==> src/rtl/mc_control_seq_if.sv <==
// Instruction-fetch handshake and datapath control bundle between the
// sequencer (master) and the instruction memory / datapath (slave).
interface mc_control_seq_if;
   logic [31:0] imem_addr;
   logic        imem_req;
   logic        imem_ack;
   logic [31:0] imem_rdata;
   logic        zero;
   logic [31:0] instruction;
   logic        RegDst;
   logic        RegWrite;
   logic        ALUSrc;
   logic        MemWrite;
   logic        MemRead;
   logic        MemToReg;
   logic [3:0]  ALUcontrol;

   modport master (
      output imem_addr, imem_req, instruction,
      output RegDst, RegWrite, ALUSrc, MemWrite, MemRead, MemToReg, ALUcontrol,
      input  imem_ack, imem_rdata, zero
   );

   modport slave (
      input  imem_addr, imem_req, instruction,
      input  RegDst, RegWrite, ALUSrc, MemWrite, MemRead, MemToReg, ALUcontrol,
      output imem_ack, imem_rdata, zero
   );
endinterface

==> src/rtl/mc_control_seq.sv <==
// Multi-cycle sequencer: fetches one word per instruction, latches it in IR and
// steps the datapath controls phase by phase so each write lands in one cycle.
module mc_control_seq #(
   parameter logic [31:0] RESET_PC = 32'h0000_0000
) (
   input  logic                   clk,
   input  logic                   rst_n,
   input  logic                   run,
   mc_control_seq_if.master       bus,
   output logic [31:0]            pc,
   output logic                   halted,
   output logic [15:0]            retired
);

   typedef enum logic [2:0] {
      ST_IDLE   = 3'd0,
      ST_FETCH  = 3'd1,
      ST_DECODE = 3'd2,
      ST_EXEC   = 3'd3,
      ST_MEM    = 3'd4,
      ST_WB     = 3'd5,
      ST_HALT   = 3'd6
   } state_t;

   state_t      state_r;
   state_t      state_s;
   logic [31:0] ir_r;
   logic [31:0] pc_r;
   logic [15:0] retired_r;
   logic        halted_r;

   logic [5:0]  opcode_s;
   logic [5:0]  funct_s;
   logic        is_rtype_s;
   logic        is_lw_s;
   logic        is_sw_s;
   logic        is_beq_s;
   logic        legal_s;
   logic [3:0]  alu_op_s;
   logic        boundary_s;
   logic        take_s;
   logic [31:0] pc_inc_s;
   logic [31:0] branch_off_s;
   logic [31:0] pc_next_s;
   logic        in_instr_s;
   logic        fetch_s;
   state_t      after_s;

   assign opcode_s = ir_r[31:26];
   assign funct_s  = ir_r[5:0];

   // Instruction class and ALU operation from the latched IR
   always_comb begin
      is_rtype_s = 1'b0;
      is_lw_s    = 1'b0;
      is_sw_s    = 1'b0;
      is_beq_s   = 1'b0;
      alu_op_s   = 4'b0000;
      case (opcode_s)
         6'h00: begin
            case (funct_s)
               6'h20: begin is_rtype_s = 1'b1; alu_op_s = 4'b0101; end
               6'h22: begin is_rtype_s = 1'b1; alu_op_s = 4'b0110; end
               6'h24: begin is_rtype_s = 1'b1; alu_op_s = 4'b0000; end
               6'h25: begin is_rtype_s = 1'b1; alu_op_s = 4'b0001; end
               6'h2A: begin is_rtype_s = 1'b1; alu_op_s = 4'b0111; end
               default: begin is_rtype_s = 1'b0; alu_op_s = 4'b0000; end
            endcase
         end
         6'h23:   begin is_lw_s  = 1'b1; alu_op_s = 4'b0101; end
         6'h2B:   begin is_sw_s  = 1'b1; alu_op_s = 4'b0101; end
         6'h04:   begin is_beq_s = 1'b1; alu_op_s = 4'b0110; end
         default: begin alu_op_s = 4'b0000; end
      endcase
   end

   assign legal_s = is_rtype_s | is_lw_s | is_sw_s | is_beq_s;
   assign after_s = run ? ST_FETCH : ST_IDLE;

   // The last phase of every legal instruction is where pc and retired advance
   assign boundary_s = ((state_r == ST_EXEC) & is_beq_s) |
                       ((state_r == ST_MEM)  & is_sw_s)  |
                       (state_r == ST_WB);

   assign take_s       = (state_r == ST_EXEC) & is_beq_s & bus.zero;
   assign pc_inc_s     = pc_r + 32'd4;
   assign branch_off_s = {{14{ir_r[15]}}, ir_r[15:0], 2'b00};
   assign pc_next_s    = take_s ? (pc_inc_s + branch_off_s) : pc_inc_s;

   // Next-state logic
   always_comb begin
      state_s = state_r;
      case (state_r)
         ST_IDLE: begin
            if (run) state_s = ST_FETCH;
            else     state_s = ST_IDLE;
         end
         ST_FETCH: begin
            if (bus.imem_ack) state_s = ST_DECODE;
            else              state_s = ST_FETCH;
         end
         ST_DECODE: begin
            if (legal_s) state_s = ST_EXEC;
            else         state_s = ST_HALT;
         end
         ST_EXEC: begin
            if (is_rtype_s)             state_s = ST_WB;
            else if (is_lw_s | is_sw_s) state_s = ST_MEM;
            else                        state_s = after_s;
         end
         ST_MEM: begin
            if (is_lw_s) state_s = ST_WB;
            else         state_s = after_s;
         end
         ST_WB:   state_s = after_s;
         ST_HALT: state_s = ST_HALT;
         default: state_s = ST_IDLE;
      endcase
   end

   // State register
   always_ff @(posedge clk or negedge rst_n) begin
      if (!rst_n) state_r <= ST_IDLE;
      else        state_r <= state_s;
   end

   // IR capture, pc/retired update at the boundary, sticky illegal flag
   always_ff @(posedge clk or negedge rst_n) begin
      if (!rst_n) begin
         ir_r      <= 32'h0000_0000;
         pc_r      <= RESET_PC;
         retired_r <= 16'h0000;
         halted_r  <= 1'b0;
      end else begin
         if ((state_r == ST_FETCH) && bus.imem_ack) ir_r <= bus.imem_rdata;
         if (boundary_s) begin
            pc_r      <= pc_next_s;
            retired_r <= retired_r + 16'd1;
         end
         if ((state_r == ST_DECODE) && !legal_s) halted_r <= 1'b1;
      end
   end

   assign in_instr_s = (state_r == ST_DECODE) | (state_r == ST_EXEC) |
                       (state_r == ST_MEM)    | (state_r == ST_WB);
   assign fetch_s    = (state_r == ST_FETCH);

   assign bus.imem_req   = fetch_s;
   assign bus.imem_addr  = pc_r;
   assign bus.instruction = ir_r;
   assign bus.RegDst     = in_instr_s & is_rtype_s;
   assign bus.ALUSrc     = in_instr_s & (is_lw_s | is_sw_s);
   assign bus.MemToReg   = in_instr_s & is_lw_s;
   assign bus.ALUcontrol = in_instr_s ? alu_op_s : 4'b0000;
   assign bus.RegWrite   = (state_r == ST_WB) & (is_rtype_s | is_lw_s);
   assign bus.MemWrite   = (state_r == ST_MEM) & is_sw_s;
   assign bus.MemRead    = ((state_r == ST_MEM) | (state_r == ST_WB)) & is_lw_s;

   assign pc      = pc_r;
   assign halted  = halted_r;
   assign retired = retired_r;

endmodule

==> src/flat_wrapper.sv <==
// flat-port wrapper written by rule: the top's interface ports become plain ports
module mc_control_seq_flat 
#(
   parameter logic [31:0] RESET_PC = 32'h0000_0000
)
  (clk, rst_n, run, pc, halted, retired, bus_imem_addr, bus_imem_req, bus_instruction, bus_RegDst, bus_RegWrite, bus_ALUSrc, bus_MemWrite, bus_MemRead, bus_MemToReg, bus_ALUcontrol, bus_imem_ack, bus_imem_rdata, bus_zero);
  mc_control_seq_if bus_i ();
  input  logic clk;
  input  logic rst_n;
  input  logic run;
  output logic [31:0] pc;
  output logic halted;
  output logic [15:0] retired;
  output wire logic [$bits(bus_i.imem_addr)-1:0] bus_imem_addr;
  output wire logic [$bits(bus_i.imem_req)-1:0] bus_imem_req;
  output wire logic [$bits(bus_i.instruction)-1:0] bus_instruction;
  output wire logic [$bits(bus_i.RegDst)-1:0] bus_RegDst;
  output wire logic [$bits(bus_i.RegWrite)-1:0] bus_RegWrite;
  output wire logic [$bits(bus_i.ALUSrc)-1:0] bus_ALUSrc;
  output wire logic [$bits(bus_i.MemWrite)-1:0] bus_MemWrite;
  output wire logic [$bits(bus_i.MemRead)-1:0] bus_MemRead;
  output wire logic [$bits(bus_i.MemToReg)-1:0] bus_MemToReg;
  output wire logic [$bits(bus_i.ALUcontrol)-1:0] bus_ALUcontrol;
  input wire logic [$bits(bus_i.imem_ack)-1:0] bus_imem_ack;
  input wire logic [$bits(bus_i.imem_rdata)-1:0] bus_imem_rdata;
  input wire logic [$bits(bus_i.zero)-1:0] bus_zero;
  assign bus_imem_addr = bus_i.imem_addr;
  assign bus_imem_req = bus_i.imem_req;
  assign bus_instruction = bus_i.instruction;
  assign bus_RegDst = bus_i.RegDst;
  assign bus_RegWrite = bus_i.RegWrite;
  assign bus_ALUSrc = bus_i.ALUSrc;
  assign bus_MemWrite = bus_i.MemWrite;
  assign bus_MemRead = bus_i.MemRead;
  assign bus_MemToReg = bus_i.MemToReg;
  assign bus_ALUcontrol = bus_i.ALUcontrol;
  assign bus_i.imem_ack = bus_imem_ack;
  assign bus_i.imem_rdata = bus_imem_rdata;
  assign bus_i.zero = bus_zero;
  mc_control_seq #(.RESET_PC(RESET_PC)) u_core (.clk(clk), .rst_n(rst_n), .run(run), .bus(bus_i), .pc(pc), .halted(halted), .retired(retired));
endmodule
==> config.mk <==
export PLATFORM = sky130hd
export DESIGN_NAME = mc_control_seq_flat
export DESIGN_NICKNAME = d
export VERILOG_FILES = /design/src/rtl/mc_control_seq_if.sv /design/src/rtl/mc_control_seq.sv /design/src/flat_wrapper.sv
export SDC_FILE = /design/constraint.sdc
export NUM_CORES = 1
export LEC_CHECK = 0
export ABC_AREA = 1
export CORE_UTILIZATION = 52
export CTS_CLUSTER_DIAMETER = 40
export DETAILED_ROUTE_END_ITERATION = 10
export GPL_TIMING_DRIVEN = 0
export PLACE_DENSITY = 0.82
export SETUP_SLACK_MARGIN = 0.1
export SYNTH_ARGS = -nofsm -noshare
export SYNTH_HDL_FRONTEND = slang
export SYNTH_SLANG_ARGS = --single-unit
==> constraint.sdc <==
create_clock -name clk -period 3.35 [get_ports clk]
set_clock_uncertainty 0.05 [all_clocks]
set_input_delay 0.335 -clock clk [delete_from_list [all_inputs] [get_ports clk]]
set_output_delay 0.335 -clock clk [all_outputs]
set_load 0.05 [all_outputs]
[After elaboration in Yosys (flattened, before gate mapping)]
Index checks and enable logic that the tools add are counted.
Word-level totals
  flip-flop bits (word level): 84
  bits of input ports: 37
  output and inout bits: 124
  logic and storage cells: 64
Cells by class
  add/sub/neg operators: 3
  eq/ne operators: 14
  mux-type cells: 16
  bitwise gates (word level): 18
  reductions and logical operators: 8
Operator list (count)
  6-bit == test (second input constant): 7
  32-bit by 3-bit adder with 32-bit output (second input constant): 1
  32-bit adder: 1
  32-bit 2-to-1 mux: 1
  3-bit one-hot mux with 6 select lines: 1
  16-bit by 1-bit adder with 16-bit output (second input constant): 1
  3-bit 2-to-1 mux: 5
  3-bit one-hot mux with 4 select lines: 1
  1-bit OR: 10
  3-bit == test (second input constant): 3
  3-bit one-hot mux with 3 select lines: 1
  1-bit AND: 8
  3-bit by 2-bit == test with 1-bit output (second input constant): 2
  6-bit by 3-bit == test with 1-bit output (second input constant): 1
  6-bit logical NOT: 1
  1-bit 2-to-1 mux: 6
  5-bit OR reduction: 1
  2-bit OR reduction: 2
  3-bit by 1-bit == test with 1-bit output (second input constant): 1
  3-bit logical NOT: 1
  1-bit logical AND: 2
  2-bit 2-to-1 mux: 1
  1-bit logical NOT: 1

[Depth between registers and ports, before layout]
Gate-level depths: netlist (run 1).
  word-level depth: 9
  mapped depth: 23
  mapped depth without buffers: 23

[Worst setup path after synthesis (run 1)]
Ideal clock, no wire load.
  path kind: register to register
  start point: reg u_core.pc_r[3], in the netlist u_core.bus.imem_addr[3]
  end point: reg u_core.pc_r[15], in the netlist u_core.bus.imem_addr[15]
  data arrival time: 2837 ps
  path slack: 336 ps
  cell stages (with the launch flop): 16
  buffers on the path: 0
  period minus slack after synthesis: 3014 ps
  cell sequence: dfrtp_1 > ha_1 > nand2_1 > nor2_2 > inv_1 > nor2_1 > xor2_1 > inv_1 > ha_1 > a21oi_1 > nand2_1 > a21oi_1 > nand2_1 > or2_2 > nand3_1 > a31oi_1
On the way
  cells in the longest elaborated chain, start to end: 3
RTL lines
  start: declaration: line mc_control_seq.sv:28  | logic [31:0] pc_r;
  start signal: assignment: line mc_control_seq.sv:137  | pc_r <= pc_next_s;
  32-bit by 3-bit adder with 32-bit output *: line mc_control_seq.sv:86  | assign pc_inc_s = pc_r + 32'd4;
  32-bit adder: line mc_control_seq.sv:88  | assign pc_next_s = take_s ? (pc_inc_s + branch_off_s) : pc_inc_s;
  32-bit 2-to-1 mux *: line mc_control_seq.sv:88
Mark *: on every way between the ends. The rest lies on a longest branch, timed or not.
A chain may end at the register's enable or synchronous reset.

[Worst setup path after layout (run 1)]
  start point: reg u_core.pc_r[3], in the netlist u_core.bus.imem_addr[3]
  end point: reg u_core.pc_r[30], in the netlist u_core.bus.imem_addr[30]
The elaborated chain is that of the path after synthesis.

==> qor.json, run 1 <==
{
  "result_of_the_run": {"value": "completed"},
  "timing_max_transition_violations_final": {"value": 0},
  "tritoncts.num_buffers": {"value": 9},
  "diodes": {"value": 0},
  "critical_path.startpoint_type": {"value": "flop"},
  "critical-path-top-delay-family": {"value": "simple AND/OR/NAND/NOR gates"},
  "drt-pass1-iter-count": {"value": 5},
  "drt-vias-per-instance": {"value": 5.296},
  "post_drt_wl_per_cell": {"value": 15.60, "unit": "um"},
  "gpl.final_weighted_congestion": {"value": 0.9272},
  "synth_area": {"value": 7028, "unit": "um2"},
  "netlist.top_cell.by_area": {"value": "dfrtp_1"},
  "critical_path_class": {"value": "flop to flop"},
  "final_nets": {"value": 1276},
  "cpPeakStageDelay": {"value": 0.42, "unit": "ns"},
  "grt-ovfl-total": {"value": 0},
  "core.rowCount": {"value": 42},
  "synthesis.area_per_instance": {"value": 6.877, "unit": "um2"},
  "crit_path_setup_slack_layout": {"value": 0.2595, "unit": "ns"},
  "dpl.hpwl": {"value": 16.56, "unit": "mm"},
  "dr.max_layer_used": {"value": "met4"},
  "drc": {"value": 0},
  "crit_path_cell_trace": {"value": "buf_4 -> nand3_2 -> nor2_4 -> nand3_4 -> nor2_4 -> nand2_1 -> xor2_1 -> inv_1 -> ha_1 -> a21oi_1 -> o21ai_0 -> inv_1 -> nand2_1 -> a21oi_1 -> nand2_1 -> nand2_1 -> nand3_1 -> nand2_1 -> nand2_1"},
  "clk_pin_slew": {"value": 0.07, "unit": "ns"},
  "power_per_cell_area": {"value": 1141, "unit": "nW/um2"},
  "fmaxAchievable": {"value": 0.3236, "unit": "GHz"},
  "setup_viol": {"value": 0},
  "initial_core_util": {"value": 53.28, "unit": "%"},
  "die-area": {"value": 13980, "unit": "um2"},
  "layout_min_cycle_time": {"value": 3.090, "unit": "ns"},
  "port_buffers": {"value": 155},
  "synthToLayoutAreaGrowth": {"value": 32.26, "unit": "%"},
  "critPathArrivalTime": {"value": 3.29, "unit": "ns"},
  "synthFlopType": {"value": "dfrtp_1"},
  "worst_path_max_delay_cell": {"value": "dfrtp_2"},
  "instances_no_fill": {"value": 1379},
  "met1Wirelength": {"value": 8.698, "unit": "mm"},
  "grt_pass1_vias": {"value": 7218},
  "rsz0062_at_grt": {"value": "false"},
  "p_total": {"value": 10610, "unit": "uW"},
  "final_hold_viol_count": {"value": 0},
  "setup_total_negative_slack": {"value": 0, "unit": "ns"},
  "io-pin-count": {"value": 161},
  "endpoint_kind": {"value": "flop"},
  "grt_util_all_layers": {"value": 31.45, "unit": "%"},
  "finalWirelength": {"value": 21.51, "unit": "mm"},
  "worstHoldPathType": {"value": "primary input to async pin"},
  "ys_async_sr_fraction": {"value": 100.0, "unit": "%"},
  "slew-limit-headroom": {"value": 35.79, "unit": "%"},
  "yosys.cell_types.count": {"value": 44},
  "static_power_due_to_leakage": {"value": 0.004492, "unit": "uW"},
  "vias_after_detailed_routing": {"value": 7303},
  "place.detailed.instances": {"value": 1358},
  "num_clock_sinks": {"value": 82},
  "antenna_found_initial": {"value": 0},
  "synth_cells": {"value": 1022},
  "synth-seq-area-share": {"value": 29.20, "unit": "%"},
  "ys_ff_latch": {"value": 82},
  "count_of_flip_flops_with_a_built_in_enable_after_synthesis": {"value": 0},
  "die_x": {"value": 118.3, "unit": "um"},
  "final_layout_size_suffix_gt1_share": {"value": 12.80, "unit": "%"},
  "core_area": {"value": 13190, "unit": "um2"},
  "drtIter0Drc": {"value": 525},
  "fin_worst_hold_slack": {"value": 0.4247, "unit": "ns"},
  "grt_pass1_wl": {"value": 34.69, "unit": "mm"},
  "crit_path_max_fanout": {"value": 6},
  "ir_drop": {"value": 0.7171, "unit": "mV"},
  "htree_levels": {"value": 3},
  "worst_ep_required_time": {"value": 3.55, "unit": "ns"},
  "cts_root_buffer": {"value": "clkbuf_16"},
  "period_share": {"value": 92.25, "unit": "%"},
  "post_synth_main_area_contributors": {"value": "dfrtp_1 29%, nand2_1 15%, ha_1 6.9%"},
  "largest_net_degree_at_the_start_of_global_routing": {"value": 54},
  "share_of_yosys_cell_area_claimed_by_the_top_area_cell_type": {"value": 29.20, "unit": "%"},
  "cpMostUsedCell": {"value": "nand2_1"},
  "crit_buf_inv": {"value": 3},
  "worst_skew_pair.late_latency": {"value": 0.35, "unit": "ns"},
  "worst-slew-pin-transition": {"value": 0.9631, "unit": "ns"},
  "detail-route-antenna-nets": {"value": 0},
  "clock_tree_from_tritoncts": {"value": "built"},
  "worst_setup_slack_after_placement": {"value": 0.05495, "unit": "ns"},
  "max-clock-path-buffers": {"value": 2},
  "die_outline_height": {"value": 118.3, "unit": "um"},
  "wl_met3": {"value": 1.627, "unit": "mm"},
  "dr_wl_met2": {"value": 10.11, "unit": "mm"},
  "cap_violations": {"value": 0},
  "ys_warnings": {"value": 0}
}
## final timing paths
path | slack [ns] | cells past startpoint | to | from
max | 0.26 | 19 | u_core.bus.imem_addr[30] | u_core.bus.imem_addr[3]
min | 0.42 | 2 | u_core.bus.imem_addr[23] | rst_n
max reg2reg | 0.26 | 19 | u_core.bus.imem_addr[30] | u_core.bus.imem_addr[3]
min reg2reg | 0.44 | 2 | u_core.halted | u_core.halted
max in group asynchronous | 2.19 | 3 | u_core.bus.imem_addr[2] | rst_n
min in group clk | 0.44 | 2 | u_core.halted | u_core.halted
## where the power goes
group	total (uW)	internal, uW	switching (uW)
sequential	1940	1370	573
combinational	7720	2710	5010
clock	946	519	428
total	10600	4600	6010
## worst reg2reg max path, stage by stage, from the launching register on
cell     delay [ns]
dfrtp_2        0.42
buf_4          0.14
nand3_2        0.14
nor2_4         0.17
nand3_4        0.13
nor2_4         0.14
nand2_1        0.09
xor2_1         0.18
inv_1          0.11
ha_1           0.30
a21oi_1        0.20
o21ai_0        0.17
inv_1          0.08
nand2_1        0.08
a21oi_1        0.17
nand2_1        0.07
nand2_1        0.06
nand3_1        0.12
nand2_1        0.11
nand2_1        0.05
## cells in the mapped netlist (3+ instances only)
master / instances
dfrtp_1: 82
nand2_1: 288
inv_2: 5
nor2_4: 3
buf_2: 8
inv_1: 130
a21o_1: 5
xnor2_1: 13
nand3_2: 3
a21oi_1: 62
mux2_2: 26
o211ai_1: 3
buf_6: 3
ha_1: 39
nor2_1: 113
xor2_1: 30
nand3_1: 69
nor3_2: 3
nor2_2: 5
o21ai_0: 20
nor3_1: 9
nand3b_1: 3
o21bai_1: 6
a31oi_1: 4
nand4_1: 15
buf_4: 38
nand2_2: 3
o21ai_1: 12
## flip-flops by register name, indices dropped and copies added, names as in the netlist
name and flops:
u_core.bus.imem_addr 30, u_core.bus.instruction 32, u_core.halted 1, u_core.retired 16
u_core.state_r 3
## layer usage
metal	vias to the layer above	global-route usage [%]
met5	-	0
met4	0	17.95
met3	74	8.446
met2	283	52.10
met1	3360	36.65
li1	3586	-
## kinds of logic (layout without fill, tap and decap cells)
family	after synthesis	count (layout)	synth area share, %
simple gates	526	526	32.28
buf+inv	187	364	12.55
compound gates	117	117	9.169
flops	82	82	29.20
xor+xnor	43	43	5.359
fa+ha+maj	40	40	7.228
mux	26	26	4.166
other cells	1	5	0.05336
## per-stage QoR
step	utilization (%)	instance area, um2
floorplan	-	7043
global placement	66.83	8815
detailed placement	67.02	8840
CTS	69.21	9129
global route	70.47	9295
finish	70.47	9295
## area by class of cell
cell class	count	area [um2]
plain buffers	51	366.6
multi-input cells	757	4238
well taps	176	220.2
inverters	136	515.5
fillers	1113	3895
flip-flops and latches	82	2062
clock buffers	11	242.7
clock inverters	4	26.28
repair buffers	162	1624
## layout by cell type, fill, tap and decap left out, types with 4 or more instances in the layout
cell / netlist / layout
o21ai_0: 20 / 20
nand2_1: 288 / 285
dfrtp_2: 0 / 8
ha_1: 39 / 38
nand3_1: 69 / 69
nand4_1: 15 / 15
a31oi_1: 4 / 4
mux2_2: 26 / 26
conb_1: 1 / 5
a21oi_1: 62 / 59
xor2_1: 30 / 27
nand2_2: 3 / 6
xnor2_1: 13 / 10
dfrtp_1: 82 / 74
o21bai_1: 6 / 6
a21o_1: 5 / 5
inv_2: 5 / 5
nor3_1: 9 / 7
nor3_2: 3 / 5
clkdlybuf4s50_1: 0 / 154
buf_2: 8 / 8
inv_1: 130 / 130
nor2_1: 113 / 109
nor2_4: 3 / 8
o21ai_1: 12 / 12
buf_4: 38 / 44
clkbuf_16: 0 / 9
nor2_2: 5 / 4
## what timing repair did
action                                 in CTS  in global routing
buffers inserted                            0                  5
setup endpoints to repair                   4                 18
gates cloned                                0                  0
pin swaps                                   0                  2
endpoints found under the hold margin      29                  0
hold buffers                                1                  0
gates resized for setup                     3                 30
(Power assumes the default switching activity.)
==> run 2: changes to the inputs <==
--- a/config.mk
+++ b/config.mk
@@ -7,7 +7,6 @@
 export LEC_CHECK = 0
 export ABC_AREA = 1
 export CORE_UTILIZATION = 52
-export CTS_CLUSTER_DIAMETER = 40
 export DETAILED_ROUTE_END_ITERATION = 10
 export GPL_TIMING_DRIVEN = 0
 export PLACE_DENSITY = 0.82
==> results of run 2 <==
The final DEF is identical to that of run 1; final timing and power are the same.
